--- src/rtl/onehot_scan_encoder.sv ---
// onehot_scan_encoder: serialises a 16-bit request vector into one 4-bit index code per set bit.
// Latency: first code beat is valid the cycle after the vector is accepted; a vector with p set bits takes p beats.
// Backpressure: out_ready low holds the current beat stable; in_ready follows out_ready on the last beat so vectors chain without a bubble.
// Optional build macro ENC_MSB_FIRST_EN: scan highest set index first (default is lowest first).
module onehot_scan_encoder (
  input  logic        clk,
  input  logic        rst_n,
  input  logic        in_valid,
  output logic        in_ready,
  input  logic [15:0] in_vec,
  output logic        out_valid,
  input  logic        out_ready,
  output logic [3:0]  out_code,
  output logic        out_last,
  output logic [3:0]  out_beat,
  output logic        zero_seen
);

  typedef enum logic {
    IDLE = 1'b0,
    SCAN = 1'b1
  } state_t;

  state_t      state;
  logic [15:0] pending;
  logic [3:0]  beat;

  logic [3:0]  sel_idx;
  logic [15:0] sel_mask;
  logic        single;
  logic        in_fire;
  logic        out_fire;

  // Pick the index of the next request to emit from the remaining pending bits
  always_comb begin
    sel_idx = 4'h0;
`ifdef ENC_MSB_FIRST_EN
    // Ascending walk: the last match wins, so the highest set index is chosen
    for (int k = 0; k < 16; k++) begin
      if (pending[k]) sel_idx = 4'(k);
    end
`else
    // Descending walk: the last match wins, so the lowest set index is chosen
    for (int k = 15; k >= 0; k--) begin
      if (pending[k]) sel_idx = 4'(k);
    end
`endif
    sel_mask = 16'h0001 << sel_idx;
  end

  // Output beat and handshake decode; code bits are reversed so the downstream decoder lights bit k
  always_comb begin
    single    = (pending != 16'h0000) && ((pending & (pending - 16'd1)) == 16'h0000);
    out_valid = (state == SCAN);
    out_code  = out_valid ? {sel_idx[0], sel_idx[1], sel_idx[2], sel_idx[3]} : 4'h0;
    out_last  = out_valid & single;
    out_beat  = out_valid ? beat : 4'h0;
    in_ready  = (state == IDLE) | (out_ready & out_last);
    in_fire   = in_valid & in_ready;
    out_fire  = out_valid & out_ready;
  end

  // Scan state machine: load on accept, retire one pending bit per accepted beat
  always_ff @(posedge clk or negedge rst_n) begin
    if (!rst_n) begin
      state     <= IDLE;
      pending   <= 16'h0000;
      beat      <= 4'h0;
      zero_seen <= 1'b0;
    end else begin
      zero_seen <= in_fire && (in_vec == 16'h0000);
      if (in_fire) begin
        // Covers both the IDLE accept and the chained accept on a last beat
        pending <= in_vec;
        beat    <= 4'h0;
        state   <= (in_vec != 16'h0000) ? SCAN : IDLE;
      end else if (out_fire) begin
        pending <= pending & ~sel_mask;
        beat    <= beat + 4'd1;
        if (out_last) state <= IDLE;
      end
    end
  end

endmodule

--- config.mk ---
export PLATFORM = sky130hd
export DESIGN_NAME = onehot_scan_encoder
export DESIGN_NICKNAME = d
export VERILOG_FILES = /design/src/rtl/onehot_scan_encoder.sv
export SDC_FILE = /design/constraint.sdc
export NUM_CORES = 1
export LEC_CHECK = 0
export ABC_AREA = 1
export BUFFER_PORTS_ARGS = -buffer_cell sky130_fd_sc_hd__buf_4
export CAP_MARGIN = 20
export CELL_PAD_IN_SITES_DETAIL_PLACEMENT = 1
export CELL_PAD_IN_SITES_GLOBAL_PLACEMENT = 1
export CORE_MARGIN = 4
export CORE_UTILIZATION = 38
export CTS_CLUSTER_SIZE = 8
export DETAILED_ROUTE_END_ITERATION = 8
export HOLD_SLACK_MARGIN = 0.02
export PLACE_DENSITY_LB_ADDON = 0.1
export SYNTH_ARGS = -nofsm -noshare
export SYNTH_HDL_FRONTEND = slang
export SYNTH_SLANG_ARGS = --single-unit
--- constraint.sdc ---
create_clock -name clk -period 2.3 [get_ports clk]
set_input_delay 0.23 -clock clk [delete_from_list [all_inputs] [get_ports clk]]
set_output_delay 0.23 -clock clk [all_outputs]
set_load 0.01 [all_outputs]
==> impl_metrics.ini <==
[clock_network]
max-clock-path-buffers = 2
clock-root-buffer = clkbuf_8
worst_skew_pair.late_latency_ns = 0.27
cts_buffers = 3
cts_htree_levels = 1
clock-sinks = 22
clkSlewWorstSetupHoldPaths_ns = 0.09
cts_tree = yes

[synth]
ys_dominant_reg_cell = dfrtp_1
yosysSeqAreaShare_pct = 32.54
synth_area_sq_um = 1692
yosys.cell_types.count = 33
yosys_warnings = 0
synth-edff-count = 0
synth-seq-cells = 22
synth_async_sr_flop_share_pct = 100.0
syn_nets = 285
mapped_cells = 264
avgSynthCellArea_sq_um = 6.408

[placement]
dp.final_hpwl_mm = 3.931
dpl-instance-area_sq_um = 1981
gpl.final_weighted_congestion = 0.7995
port_buffers = 31

[die]
floorplan.die_area_sq_um = 5583
die_height_um = 74.72
ioPinCount = 32
core_sq_um = 4324
fp.dieW_um = 74.72
floorplan.initialDensity_pct = 39.12
num_rows = 24

[layout]
final_net_count = 331
final_area_sq_um = 2230
mostFrequentLayoutCell = nand2_1
nFillCells = 598
areaGrowthSynthToFinish_pct = 31.80
antenna_cells = 0
mostFrequentLayoutCells = nand2_1, buf_4, inv_1
final_layout_size_suffix_gt1_share_pct = 28.48

[global_route]
grt_max_degree = 23
grt_usage_pct = 20.03
first_pass_grt_wire_length_mm = 8.694
antenna_found_initial = 0
overflow = 0
vias_in_the_first_global_route = 1807

[pwr]
power_w = 0.002849
ir_worst_vdd_mv = 0.4354
powerDensity_nw_per_um2 = 1278
power_leakage_nw = 1.281

[sta]
setup_viol_count_final = 0
highest_attainable_clock_frequency_mhz = 460.7
max_slew_margin_pct = 63.43
final_hold_viol_count = 0
finClkSkew_ns = 0.002842
tightest_slew_ns = 0.5479
timing.final.crit_share_pct = 94.38
period_needed_ns = 2.171
slew_violations = 0

[outcome]
status = finished, final reports clean

[critical_path]
critPathRequiredTime_ns = 2.07
crit_path_frequent_cell = nor2_2
timing.critical_path.slowest_cell_delay_ns = 0.45
timing.critical_path.slowest_stage_cell = dfrtp_2
critical_path_peak_fanout = 8
path_cells = nor2_4 > nand2_4 > nor2_8 > nor2_2 > nor2_1 > nand3_1 > nor2_2 > nand3_2 > nand2_8 > buf_6
worstSetupEndpointType = output port
start_kind = register
critical_setup_path_class = reg2out
critical_path_arrival_ns = 1.94

[detailed_routing]
dr.max_layer_used = met4
avgViaCountPerCell = 4.947
met2_length_mm = 2.249
drt_iter0_drc = 71
met3_wirelength_um = 199
route.final.wire_length_mm = 5.224
antenna_left = 0
firstDrtPassIters = 4
post_drt_wl_per_cell_um = 14.47
routedLengthMet1_mm = 2.750
drcViolationCount = 0
detailroute.via_count = 1786

[min_path]
hp-class = in2reg

[job]
drv.max_cap_violation_count = 0
-- cells by family after synthesis --
kind of cell / synth area share (%)
xor gates and xnor gates: 1.036
DFF: 32.54
and+or+nand+nor: 48.15
adders and majority gates: 0.7395
buffers and inverters: 10.95
AOI/OAI and AO/OA: 6.583
-- layer usage --
layer  GRT usage (%)  up-vias
met5               0        -
met3           1.736        2
met1           31.59      832
met2           29.56       36
met4           4.150        0
li1                -      916
-- path summary, 6_finish.rpt --
kind	startpoint	endpoint	slack [ns]	depth (start not counted)
setup / recovery	pending[2]	in_ready	0.13	10
hold / removal	in_vec[1]	pending[1]	0.20	3
setup reg to reg	pending[2]	pending[5]	0.21	14
hold reg to reg	pending[8]	pending[8]	0.52	2
max in group asynchronous	rst_n	pending[0]	1.65	2
min in group asynchronous	rst_n	pending[8]	0.38	2
-- critical path: cells and delay by family (launching register included) --
family	cells	cell delay, ns
and+or+nand+nor	9	1.11
DFF	1	0.45
buffers and inverters	1	0.10
-- per-stage QoR --
step | setup slack, ns | instances | hold slack, ns | TNS, ns | utilization [%]
2_1_floorplan | 0.4673 | 264 | -0.06559 | 0 | -
3_3_place_gp | 0.1882 | 344 | 0.1403 | 0 | 45.80
3_5_place_dp | 0.1675 | 344 | 0.1432 | 0 | 45.80
4_1_cts | 0.01686 | 348 | 0.2022 | 0 | 47.63
5_1_grt | -0.008456 | 361 | 0.2228 | -0.008456 | 51.56
6_report | 0.1293 | 361 | 0.2015 | 0 | 51.56
-- cell usage after synthesis (3+ instances only) --
cell	count	area (sq um)
a21oi_1	3	15.01
clkbuf_1	5	18.77
dfrtp_1	22	550.5
inv_1	32	120.1
nand2_1	102	382.9
nand2_4	3	33.78
nand3_1	28	140.1
nand3b_1	6	45.04
nor2_1	23	86.33
nor2_4	3	33.78
o21ai_0	6	30.03
-- sequential cells by signal (all words and copies together), names as in the netlist --
register / count
pending: 16
beat: 4
out_valid: 1
zero_seen: 1
-- final cells by class --
cell class              instances  area, sq um  share of cell area, %
repair buffers                 50        381.6                  17.12
inverters                      35        131.4                  5.892
well taps                      52        65.06                  2.918
clock inverters                 1        30.03                  1.347
flip-flops and latches         22        558.0                  25.03
clock buffers                   3        41.29                  1.852
multi-input cells             198         1022                  45.85
-- report_power, final --
| part | internal (W) | switching (W) | total [W] |
|---|---|---|---|
| Sequential | 0.000496 | 0.000133 | 0.000629 |
| Combinational | 0.000788 | 0.00106 | 0.00184 |
| Clock | 0.000233 | 0.000143 | 0.000376 |
-- repair_timing --
item                                    4_1_cts  5_1_grt
hold endpoints to repair                     22        0
hold buffers                                  1        0
resized for setup                             4       21
pin swaps                                     0       10
setup buffers                                 0       13
endpoints found under the setup margin        1       23
Note: power is estimated with default switching activity, not from simulation.
